$ cat config.mk
export PLATFORM = sky130hd
export DESIGN_NAME = serial_sub_seq
export DESIGN_NICKNAME = d
export VERILOG_FILES = /design/src/rtl/serial_sub_seq.sv
export SDC_FILE = /design/constraint.sdc
export NUM_CORES = 1
export LEC_CHECK = 0
export CORE_ASPECT_RATIO = 1.1
export CORE_MARGIN = 10
export CORE_UTILIZATION = 30
export CTS_CLUSTER_DIAMETER = 200
export DETAILED_ROUTE_END_ITERATION = 10
export GPL_ROUTABILITY_DRIVEN = 0
export HOLD_SLACK_MARGIN = 0.03
export PLACE_DENSITY = 0.67
export SKIP_CTS_REPAIR_TIMING = 1
export SLEW_MARGIN = 20
export SYNTH_ARGS = -nofsm -noshare
export SYNTH_HDL_FRONTEND = slang
export SYNTH_SLANG_ARGS = --single-unit
$ cat constraint.sdc
create_clock -name clk -period 1.7 [get_ports clk]
set_input_delay 0.34 -clock clk [delete_from_list [all_inputs] [get_ports clk]]
set_output_delay 0.34 -clock clk [all_outputs]
set_load 0.05 [all_outputs]
$ cat src/rtl/serial_sub_seq.sv
// Sequential WIDTH-bit subtractor: walks the operands two bits per cycle
// through an external 2-bit subtractor stage, rippling the borrow through a register.
module serial_sub_seq #(
  parameter int WIDTH = 8
) (
  input  logic             clk,
  input  logic             rst_n,
  input  logic             start,
  input  logic [WIDTH-1:0] a,
  input  logic [WIDTH-1:0] b,
  input  logic             bin_in,
  output logic             busy,
  output logic             done,
  output logic [WIDTH-1:0] result,
  output logic             borrow_out,
  output logic             zero,
  output logic [1:0]       sub_x,
  output logic [1:0]       sub_y,
  output logic             sub_bin,
  input  logic [1:0]       sub_diff,
  input  logic             sub_bout,
  output logic [1:0]       dbg_state
);

  localparam int NS = WIDTH / 2;
  localparam int CW = (NS > 1) ? $clog2(NS) : 1;
  localparam logic [CW-1:0] LAST = CW'(NS - 1);

  typedef enum logic [1:0] {
    IDLE = 2'd0,
    RUN  = 2'd1,
    DONE = 2'd2
  } state_e;

  state_e                  state_q, state_d;
  logic [CW-1:0]           cnt_q, cnt_d;
  logic [NS-1:0][1:0]      a_q, a_d;
  logic [NS-1:0][1:0]      b_q, b_d;
  logic [NS-1:0][1:0]      res_q, res_d;
  logic                    brw_q, brw_d;
  logic                    bout_q, bout_d;

  always_ff @(posedge clk) begin
    if (!rst_n) begin
      state_q <= IDLE;
      cnt_q   <= '0;
      a_q     <= '0;
      b_q     <= '0;
      res_q   <= '0;
      brw_q   <= 1'b0;
      bout_q  <= 1'b0;
    end else begin
      state_q <= state_d;
      cnt_q   <= cnt_d;
      a_q     <= a_d;
      b_q     <= b_d;
      res_q   <= res_d;
      brw_q   <= brw_d;
      bout_q  <= bout_d;
    end
  end

  // The stage is only driven (and its answer only consumed) while in RUN.
  always_comb begin
    state_d = state_q;
    cnt_d   = cnt_q;
    a_d     = a_q;
    b_d     = b_q;
    res_d   = res_q;
    brw_d   = brw_q;
    bout_d  = bout_q;
    sub_x   = 2'b00;
    sub_y   = 2'b00;
    sub_bin = 1'b0;
    case (state_q)
      IDLE: begin
        if (start) begin
          state_d = RUN;
          a_d     = a;
          b_d     = b;
          brw_d   = bin_in;
          cnt_d   = '0;
        end
      end
      RUN: begin
        sub_x         = a_q[cnt_q];
        sub_y         = b_q[cnt_q];
        sub_bin       = brw_q;
        res_d[cnt_q]  = sub_diff;
        brw_d         = sub_bout;
        cnt_d         = cnt_q + CW'(1);
        if (cnt_q == LAST) begin
          state_d = DONE;
          bout_d  = sub_bout;
        end
      end
      DONE:    state_d = IDLE;
      default: state_d = IDLE;
    endcase
  end

  assign busy       = (state_q == RUN);
  assign done       = (state_q == DONE);
  assign result     = res_q;
  assign borrow_out = bout_q;
  assign zero       = (res_q == '0);
  assign dbg_state  = state_q;

endmodule

Word level (Yosys, flattened, before mapping)
Index checks and enable logic that the tools add are counted.
{"block": "word_totals", "ff_bits": 30, "in_bits": 23, "output_inout_bits": 19, "elab_cells": 49}
{"block": "op_classes", "add_sub_neg": 1, "n_lt_le_gt_ge": 2, "n_eq_ne": 5, "muxes": 17, "reduce_logical": 8}
{"operator": "2-bit two-way mux", "count": 8}
{"operator": "2-bit binary-select mux with 2-bit select", "count": 2}
{"operator": "8-bit bitwise mux", "count": 1}
{"operator": "8-bit zero test", "count": 1}
{"operator": "2-bit one-hot mux with 2 select lines", "count": 2}
{"operator": "2-bit AND reduction", "count": 4}
{"operator": "2-bit demux with 2-bit select", "count": 1}
{"operator": "2-bit equality test, second input constant", "count": 2}
{"operator": "2-bit by 3-bit less-than comparator with 1-bit output, second input constant", "count": 1}
{"operator": "2-bit by 1-bit adder with 2-bit output, second input constant", "count": 1}
{"operator": "2-bit by 1-bit equality test with 1-bit output, second input constant", "count": 1}
{"operator": "2-bit by 1-bit greater-or-equal comparator with 1-bit output, second input constant", "count": 1}
{"operator": "2-bit zero test", "count": 1}
{"operator": "1-bit two-way mux", "count": 2}
{"operator": "2-bit by 1-bit != test with 1-bit output, second input constant", "count": 1}
{"operator": "2-bit != test, second input constant", "count": 1}
{"operator": "1-bit one-hot mux with 2 select lines", "count": 1}
{"operator": "2-bit nonzero test", "count": 1}
{"operator": "1-bit logical AND", "count": 1}

Logic depth before layout (Yosys ltp)
Gate-level depths: netlist (run 1).
{"block": "depth", "word_depth": 5, "mapped_depth": 6, "depth_no_buf": 5}

Worst setup path before layout (run 1)
OpenSTA, ideal clock, no wires.
{"block": "synth_path", "path_kind": "register to output", "from": "register state_q[0], in the netlist dbg_state[0]", "to": "output sub_x[0]", "arrival_ps": 1751, "required_time_ps": 1360, "slack_ps": -391, "stages_incl_launch_ff": 6, "path_buffers": 2, "cell_sequence": "dfxtp_1 > buf_6 > nand2b_1 > inv_2 > buf_4 > and2_1"}
{"block": "synth_between", "elab_chain_len": 2}
{"item": "start, declared", "line": "35", "text": "state_e state_q, state_d;"}
{"item": "start signal, assigned", "line": "53", "text": "state_q <= state_d;"}
{"item": "2-bit by 1-bit equality test with 1-bit output"}
{"item": "net busy", "line": "12", "text": "output logic busy,"}
{"item": "2-bit two-way mux", "line": "75", "text": "case (state_q)"}
{"item": "end, declared", "line": "17", "text": "output logic [1:0] sub_x,"}
The timed path passes the listed nets, and every way through them passes these cells.

Worst setup path after layout (run 1)
{"block": "layout_path", "from": "register cnt_q[0]", "to": "output sub_y[0]"}
{"block": "layout_between", "elab_chain_len": 3}
{"item": "start, declared", "line": "36", "text": "logic [CW-1:0] cnt_q, cnt_d;"}
{"item": "start signal, assigned", "line": "54", "text": "cnt_q <= cnt_d;"}
{"item": "2-bit binary-select mux with 2-bit select", "line": "87", "text": "sub_y = b_q[cnt_q];"}
{"item": "2-bit two-way mux (implied by the code)", "line": "87"}
{"item": "2-bit two-way mux", "line": "75"}
{"item": "end, declared", "line": "18", "text": "output logic [1:0] sub_y,"}
Every way passes these cells. The select of a mux whose other input is x is not followed.

==> impl_metrics.env, run 1 <==
export IMPL_finClkSkew_ps=4.71
export IMPL_drc=0
export IMPL_die_width_um=84.9
export IMPL_min_period_over_period=1.07
export IMPL_final_cells=257
export IMPL_synth_distinct_cells=27
export IMPL_finalCriticalPeriod_ps=1820
export IMPL_ys_warn_count=0
export IMPL_final_util=0.471
export IMPL_crit_arrival_ps=1480
export IMPL_startpoint_type="flip-flop"
export IMPL_cap_violations=0
export IMPL_diodes=0
export IMPL_initial_core_util=0.317
export IMPL_vias_per_cell=4.58
export IMPL_grt_remaining_overflow=0
export IMPL_multiInputGateArea_um2=737
export IMPL_status="complete, but fails checks"
export IMPL_fin_tns_setup_ps=-456
export IMPL_ys_seq_elements=30
export IMPL_port_buffers=41
export IMPL_regArea_um2=616
export IMPL_htree_num_levels=2
export IMPL_ys_seq_area_frac=0.432
export IMPL_switching_share=0.263
export IMPL_dr_pass1_iters=4
export IMPL_synth_cell_area_um2=1390
export IMPL_synth_simple_area_share=0.243
export IMPL_synth_mux_area_frac=0.0720
export IMPL_layout_nets=229
export IMPL_grt_pass1_vias=1200
export IMPL_place_inst=248
export IMPL_p_clk_frac=0.344
export IMPL_p_leak_nw=0.812
export IMPL_rsz0062_at_grt="true"
export IMPL_avgSynthCellArea_um2=9.09
export IMPL_intPower_w=0.00124
export IMPL_fill_cells=450
export IMPL_hold_class="flip-flop to flip-flop"
export IMPL_die_h_um=91.4
export IMPL_endpoint_kind="primary output"
export IMPL_grt_start_max_net_pins=31
export IMPL_rows=25
export IMPL_relSlewSlack=0.827
export IMPL_syn_to_final_growth_pct=48.3
export IMPL_hpwl_um=2500
export IMPL_hold_ws_ps=451
export IMPL_setup_ws_ps=-119
export IMPL_synth_cells=153
export IMPL_routed_wl_um=3390
export IMPL_clkTransAtPathRegs_ps=60
export IMPL_cts_buffers=5
export IMPL_tightest_slew_ps=260
export IMPL_switching_power_w=0.000441
export IMPL_grt_pass1_wl_um=5600
export IMPL_dieArea_um2=7760
export IMPL_p_per_area_nw_per_um2=814
export IMPL_io_pins=42
export IMPL_coreArea_um2=4380
export IMPL_wire_per_inst_um=13.2
export IMPL_path_class="flip-flop to primary output"
export IMPL_syn_nets=180
export IMPL_synth_top_family_by_area="simple AND/OR/NAND/NOR gates"
export IMPL_vias=1178
export IMPL_antenna_found_initial=0
export IMPL_fmax_mhz=550
export IMPL_drt_initial_drc_count=26
export IMPL_synthAdderAreaFrac=0.0360
export IMPL_hold_viol=0
export IMPL_synth_compound_area_frac=0.159
export IMPL_failed_checks="setup timing"
export IMPL_required_ps=1360
export IMPL_crit_fanout=5
export IMPL_grt_usage=0.0868
export IMPL_clock_sinks=30
export IMPL_setup_viol=5
export IMPL_root_buffer="clkbuf_8"
export IMPL_combPwrFrac=0.201
export IMPL_post_synth_xor_area_fraction=0
export IMPL_slew_violations=0
export IMPL_ant_nets=0
export IMPL_drive_above_1_share=0.286
export IMPL_p_total_w=0.00168
export IMPL_clock_path_buffers=2
export IMPL_vdd_drop_max_mv=0.405
export IMPL_clk_latency_ps=280
export IMPL_seqPwrFrac=0.455
export IMPL_cts_tree="yes"
cell usage after synthesis:
master / number / area (µm²)
a21boi_0: 16 / 120
a21boi_1: 10 / 75.1
a21oi_1: 1 / 5.00
and2_1: 5 / 31.3
and3_1: 1 / 6.26
buf_2: 1 / 5.00
buf_4: 2 / 15.0
buf_6: 3 / 33.8
clkbuf_1: 3 / 11.3
dfxtp_1: 30 / 601
ha_1: 4 / 50.1
inv_1: 3 / 11.3
inv_2: 1 / 3.75
mux2i_1: 1 / 10.0
mux4_2: 4 / 90.1
nand2_1: 42 / 158
nand2b_1: 1 / 6.26
nand3_1: 10 / 50.1
nand3b_1: 4 / 30.0
nor2_1: 2 / 7.51
nor2b_1: 2 / 12.5
nor3b_2: 1 / 12.5
o21ai_0: 1 / 5.00
o21bai_1: 1 / 7.51
o221ai_1: 1 / 8.76
or3b_1: 1 / 8.76
or4_1: 2 / 15.0
placed cells by master (no fill, tap or decap), drive strengths merged:
cell           count
clkinv             1
clkdlybuf4s50     22
and2               5
nand3b             4
a21oi              1
inv                4
o21bai             1
nor2               2
o221ai             1
mux4               4
dfxtp             30
nor3b              1
a21boi            26
buf               29
or3b               1
or4                2
and3               1
nand3             10
nand2b             1
o21ai              1
clkbuf             7
nand2             42
ha                 4
mux2i              1
nor2b              2
power groups by stage:
stage	clock, W	sequential (W)	combinational [W]
after floorplan	0	0.000790	0.000178
after global placement	0	0.000778	0.000332
after detailed placement	0	0.000779	0.000334
after CTS	0.000598	0.000764	0.000335
after global routing	0.000632	0.000768	0.000365
final	0.000578	0.000763	0.000337
final timing paths:
kind,from,to,slack (ps),cells past startpoint
max,cnt_q[0]$_SDFFE_PN0P_,sub_y[0],-120,3
min reg2reg,b_q[3]$_SDFFE_PN0P_,b_q[3]$_SDFFE_PN0P_,450,2
min,b_q[3]$_SDFFE_PN0P_,b_q[3]$_SDFFE_PN0P_,450,2
max reg2reg,cnt_q[0]$_SDFFE_PN0P_,result[7]$_SDFFE_PN0P_,420,5
sequential cells by signal (all words and copies together), names as in the netlist:
| register | cells |
|---|---|
| result | 8 |
| cnt_q | 2 |
| brw_q | 1 |
| a_q | 8 |
| b_q | 8 |
| borrow_out | 1 |
| dbg_state | 2 |
cell families (layout without fill, tap and decap cells):
logic type,Yosys count,count (layout)
buffers and inverters,13,63
muxes,5,5
and+or+nand+nor,71,71
adders and majority gates,4,4
DFF,30,30
AOI/OAI and AO/OA,30,30
layer usage:
metal  GRT usage  share of wire  vias up
li1            -              -      614
met1      0.0976           0.44      526
met2       0.140           0.49       36
met3      0.0420          0.075        2
met4      0.0288         0.0018        0
met5           0              0        -
worst max-delay path: stages (launching register included):
cell and delay, ps:
dfxtp_4 390, mux4_2 490, and2_4 170, buf_6 140
final cells by class:
type	count	share of cell area
Clock buffer	7	0.0419
Clock inverter	1	0.00243
Inverter	4	0.00728
Multi-Input combinational cell	110	0.357
Sequential cell	30	0.299
Tap cell	54	0.0328
Timing Repair Buffer	51	0.260
per-stage QoR:
step	worst slack [ps]	cell area [µm²]
floorplan	5.51	1420
global placement	-9.62	1930
detailed placement	-17.7	1930
CTS	-329	2020
global route	-186	2060
finish	-119	2060
Note: power is estimated with default switching activity, not from simulation.
==> run 2, diff against run 1 <==
--- a/config.mk
+++ b/config.mk
@@ -7,14 +7,13 @@
 export LEC_CHECK = 0
 export CORE_ASPECT_RATIO = 1.1
 export CORE_MARGIN = 10
-export CORE_UTILIZATION = 30
+export CORE_UTILIZATION = 36
 export CTS_CLUSTER_DIAMETER = 200
 export DETAILED_ROUTE_END_ITERATION = 10
 export GPL_ROUTABILITY_DRIVEN = 0
 export HOLD_SLACK_MARGIN = 0.03
-export PLACE_DENSITY = 0.67
+export PLACE_DENSITY = 0.76
 export SKIP_CTS_REPAIR_TIMING = 1
-export SLEW_MARGIN = 20
 export SYNTH_ARGS = -nofsm -noshare
 export SYNTH_HDL_FRONTEND = slang
 export SYNTH_SLANG_ARGS = --single-unit
==> impl_metrics.env, run 2 (synthesis results as in run 1) <==
export IMPL_dieArea_um2=6750
export IMPL_root_buffer="clkbuf_8"
export IMPL_status="complete, but fails checks"
export IMPL_reg2reg_depth=4
export IMPL_setup_ws_ps=-111
export IMPL_clock_path_buffers=2
export IMPL_grt_pass1_vias=1310
export IMPL_port_buffers=41
export IMPL_failed_checks="setup timing"
export IMPL_wire_per_inst_um=12.9
export IMPL_hpwl_um=2540
export IMPL_clk_latency_ps=290
export IMPL_diodes=0
export IMPL_cap_violations=0
export IMPL_cts_tree="yes"
export IMPL_p_leak_nw=0.797
export IMPL_grt_start_max_net_pins=17
export IMPL_crit_arrival_ps=1470
export IMPL_die_h_um=85.2
export IMPL_initial_core_util=0.377
export IMPL_drive_above_1_share=0.282
export IMPL_endpoint_kind="primary output"
export IMPL_p_per_area_nw_per_um2=829
export IMPL_setup_viol=5
export IMPL_antenna_found_initial=0
export IMPL_coreArea_um2=3680
export IMPL_grt_remaining_overflow=0
export IMPL_die_width_um=79.2
export IMPL_vdd_drop_max_mv=0.431
export IMPL_syn_to_final_growth_pct=45.9
export IMPL_grt_pass1_wl_um=5760
export IMPL_path_class="flip-flop to primary output"
export IMPL_drc=0
export IMPL_clock_sinks=30
export IMPL_drt_initial_drc_count=36
export IMPL_io_pins=42
export IMPL_layout_nets=228
export IMPL_finalCriticalPeriod_ps=1810
export IMPL_p_total_w=0.00168
export IMPL_crit_fanout=5
export IMPL_fmax_mhz=552
export IMPL_cts_buffers=5
export IMPL_dr_pass1_iters=4
export IMPL_routed_wl_um=3250
export IMPL_relSlewSlack=0.781
export IMPL_slew_violations=0
export IMPL_grt_usage=0.107
export IMPL_vias=1177
export IMPL_startpoint_type="flip-flop"
export IMPL_htree_num_levels=2
export IMPL_rows=23
export IMPL_rsz0062_at_grt="true"
export IMPL_finClkSkew_ps=8.34
export IMPL_ant_nets=0
export IMPL_vias_per_cell=4.67
export IMPL_clkTransAtPathRegs_ps=70
export IMPL_holdPathStages=2
export IMPL_tightest_slew_ps=328
export IMPL_r2r_setup_slack_ps=410
export IMPL_hold_class="flip-flop to flip-flop"
export IMPL_required_ps=1360
export IMPL_min_period_over_period=1.07
export IMPL_hold_viol=0
export IMPL_final_common_cell="nand2_1"
export IMPL_final_cell_mix="nand2_1 (42), dfxtp_1 (22), clkdlybuf4s50_1 (22)"
export IMPL_post_place_ws_ps=-59.4
## run 2: final timing paths
kind,end,start
setup / recovery,sub_y[0],cnt_q[0]$_SDFFE_PN0P_
hold reg to reg,b_q[7]$_SDFFE_PN0P_,b_q[7]$_SDFFE_PN0P_
setup reg to reg,b_q[6]$_SDFFE_PN0P_,dbg_state[1]$_SDFFE_PN0P_
hold / removal,b_q[7]$_SDFFE_PN0P_,b_q[7]$_SDFFE_PN0P_
## run 2: layer usage
layer | vias to the layer above | global-route usage | routed length, µm
met5 | - | 0 | 0
met4 | 0 | 0.0522 | 59
met3 | 7 | 0.0570 | 248
met2 | 39 | 0.180 | 1540
met1 | 521 | 0.106 | 1400
li1 | 610 | - | -
## run 2: stage by stage
step | utilization | cell area, µm² | hold slack (ps) | TNS (ps) | instances
floorplan | - | 1420 | 432 | 0 | 153
global placement | 0.515 | 1900 | 439 | -35.3 | 244
detailed placement | 0.515 | 1900 | 446 | -546 | 244
CTS | 0.540 | 1990 | 454 | -1230 | 252
global route | 0.551 | 2030 | 467 | -823 | 252
finish | 0.551 | 2030 | 451 | -453 | 252
## run 2: final cells by class
type                    count  area [µm²]
well taps                  50        62.6
clock inverters             1        5.00
fillers                   375        1660
flip-flops and latches     30         616
clock buffers               7        86.3
inverters                   4        15.0
multi-input cells         110         737
repair buffers             50         507
## run 2: worst max-delay path: stages (launching register included)
cell     delay, ps
dfxtp_4        390
mux4_2         490
and2_4         160
buf_8          140
## run 2: power by group
part / internal, W / switching [W]
registers: 0.000738 / 0.0000244
clock network: 0.000326 / 0.000267
logic: 0.000166 / 0.000160
==> run 3, diff against run 2 <==
--- a/config.mk
+++ b/config.mk
@@ -5,9 +5,10 @@
 export SDC_FILE = /design/constraint.sdc
 export NUM_CORES = 1
 export LEC_CHECK = 0
+export ABC_AREA = 1
 export CORE_ASPECT_RATIO = 1.1
-export CORE_MARGIN = 10
 export CORE_UTILIZATION = 36
+export CTS_BUF_LIST = sky130_fd_sc_hd__clkbuf_16
 export CTS_CLUSTER_DIAMETER = 200
 export DETAILED_ROUTE_END_ITERATION = 10
 export GPL_ROUTABILITY_DRIVEN = 0
==> impl_metrics.env, run 3 <==
export IMPL_status="complete, no violations"
export IMPL_yosysMostFrequentCell="nor2_1"
export IMPL_cap_violations=0
export IMPL_clk_latency_ps=280
export IMPL_critical_path_cell_chain="buf_4, nor2_1, nor2_1, o21ai_1, a21oi_2, buf_6"
export IMPL_final_common_cell="nor2_1"
export IMPL_synth_cell_area_um2=1350
export IMPL_min_period_over_period=0.984
export IMPL_coreArea_um2=3470
export IMPL_fin_tns_setup_ps=0
export IMPL_endpoint_kind="primary output"
export IMPL_tightest_slew_ps=390
export IMPL_fmax_mhz=598
export IMPL_path_class="flip-flop to primary output"
export IMPL_routed_wl_um=3240
export IMPL_grt_pass1_vias=1203
export IMPL_syn_to_final_growth_pct=55.6
export IMPL_clock_sinks=30
export IMPL_synth_area_top_cells="dfxtp_1 (44%), nor2_1 (19%), o21ai_0 (11%)"
export IMPL_wire_per_inst_um=10.8
export IMPL_syn_nets=222
export IMPL_cts_tree="yes"
export IMPL_hold_class="flip-flop to flip-flop"
export IMPL_ys_warn_count=0
export IMPL_drive_above_1_share=0.242
export IMPL_vdd_drop_max_mv=0.687
export IMPL_vias_per_cell=4.54
export IMPL_critPathMostFrequentCell="nor2_1"
export IMPL_crit_fanout=5
export IMPL_r2r_start="cnt_q[0]$_SDFFE_PN0P_"
export IMPL_ys_seq_area_frac=0.444
export IMPL_htree_num_levels=2
export IMPL_clkTransAtPathRegs_ps=50
export IMPL_startpoint="cnt_q[0]$_SDFFE_PN0P_"
export IMPL_r2r_setup_slack_ps=380
export IMPL_finClkSkew_ps=2.65
export IMPL_topRoutingLayerUsed="met4"
export IMPL_cts_buffers=5
export IMPL_port_buffers=41
export IMPL_diodes=0
export IMPL_finalCriticalPeriod_ps=1670
export IMPL_synthFlopType="dfxtp_1"
export IMPL_drt_initial_drc_count=56
export IMPL_crit_arrival_ps=1330
export IMPL_routedLengthMet1_um=1390
export IMPL_avgSynthCellArea_um2=6.93
export IMPL_ant_nets=0
export IMPL_io_pins=42
export IMPL_min_from="b_q[6]$_SDFFE_PN0P_"
export IMPL_synth_distinct_cells=18
export IMPL_async_flop_share=0
export IMPL_die_h_um=66.3
export IMPL_root_buffer="clkbuf_16"
export IMPL_startpoint_type="flip-flop"
export IMPL_crit_slowest_cell="dfxtp_4"
export IMPL_final_cell_mix="nor2_1 (66), o21ai_0 (27), dfxtp_1 (27)"
export IMPL_ys_seq_elements=30
export IMPL_drc=0
export IMPL_final_util=0.606
export IMPL_hold_viol=0
export IMPL_hpwl_um=2280
export IMPL_slew_violations=0
export IMPL_r2r_end="borrow_out$_SDFFE_PN0P_"
export IMPL_grt_pass1_wl_um=5110
export IMPL_p_total_w=0.00202
export IMPL_synth_edf_count=0
export IMPL_reg2reg_depth=9
export IMPL_p_leak_nw=0.940
export IMPL_vias=1362
export IMPL_wl_met3_um=177
export IMPL_setup_viol=0
export IMPL_grt_remaining_overflow=0
export IMPL_initial_core_util=0.390
export IMPL_grt_start_max_net_pins=19
export IMPL_clock_path_buffers=2
export IMPL_dr_pass1_iters=4
export IMPL_synth_cells=195
export IMPL_max_stage_delay_ps=370
export IMPL_yosysTopAreaCell="dfxtp_1"
export IMPL_dr_wl_met2_um=1630
export IMPL_antenna_found_initial=0
export IMPL_required_ps=1360
export IMPL_dieArea_um2=4000
export IMPL_grt_usage=0.177
export IMPL_rows=22
export IMPL_rsz0062_at_grt="true"
export IMPL_relSlewSlack=0.737
export IMPL_p_per_area_nw_per_um2=962
export IMPL_hold_ws_ps=474
export IMPL_worstSetupEndpoint="sub_x[0]"
export IMPL_die_width_um=60.4
export IMPL_layout_nets=279
export IMPL_synth_top_cells_by_count="nor2_1 (69), dfxtp_1 (30), o21ai_0 (30)"
export IMPL_synth_top_area_share=0.444
-- run 3: critical path, delay by kind of cell (launching register included) --
family | cells | cell delay (ps)
AO/OA/AOI/OAI | 2 | 240
flip-flops | 1 | 370
AND/OR/NAND/NOR | 2 | 140
buffers and inverters | 2 | 310
-- run 3: cells by family after synthesis --
| kind of cell | Yosys count | synth area share |
|---|---|---|
| fa+ha+maj | 4 | 0.0370 |
| simple gates | 104 | 0.315 |
| buf+inv | 21 | 0.0704 |
| flops | 30 | 0.444 |
| compound gates | 36 | 0.133 |
-- run 3: worst min path at each step --
stage	slack (ps)	endpoint	depth (start not counted)
6_report	470	b_q[6]$_SDFFE_PN0P_	2
4_1_cts	480	a_q[7]$_SDFFE_PN0P_	2
2_1_floorplan	440	borrow_out$_SDFFE_PN0P_	2
3_3_place_gp	460	a_q[7]$_SDFFE_PN0P_	2
5_1_grt	500	a_q[7]$_SDFFE_PN0P_	2
3_5_place_dp	470	a_q[7]$_SDFFE_PN0P_	2
-- run 3: metal layers --
metal | GRT usage | up-vias
met1 | 0.185 | 609
met3 | 0.0744 | 3
li1 | - | 722
met2 | 0.308 | 28
met4 | 0.0682 | 0
met5 | 0 | -
-- run 3: where the power goes --
| part | total, W | internal (W) | switching (W) |
|---|---|---|---|
| clock network | 0.000810 | 0.000520 | 0.000290 |
| registers | 0.000786 | 0.000753 | 0.0000321 |
| logic | 0.000427 | 0.000192 | 0.000235 |
-- run 3: cell type report --
type                            count  area, µm²
Clock buffer                        5        125
Clock inverter                      2       7.51
Fill cell                         335       1370
Inverter                           16       62.6
Multi-Input combinational cell    144        696
Sequential cell                    30        607
Tap cell                           48       60.1
Timing Repair Buffer               55        544
-- run 3: metrics by stage --
| step | instance area [µm²] | setup WS [ps] | instances |
|---|---|---|---|
| finish | 2100 | 26.4 | 300 |
| global route | 2100 | -43.5 | 300 |
| CTS | 2000 | -144 | 292 |
| detailed placement | 1860 | 162 | 285 |
| global placement | 1860 | 188 | 285 |
| floorplan | 1380 | 10.4 | 195 |
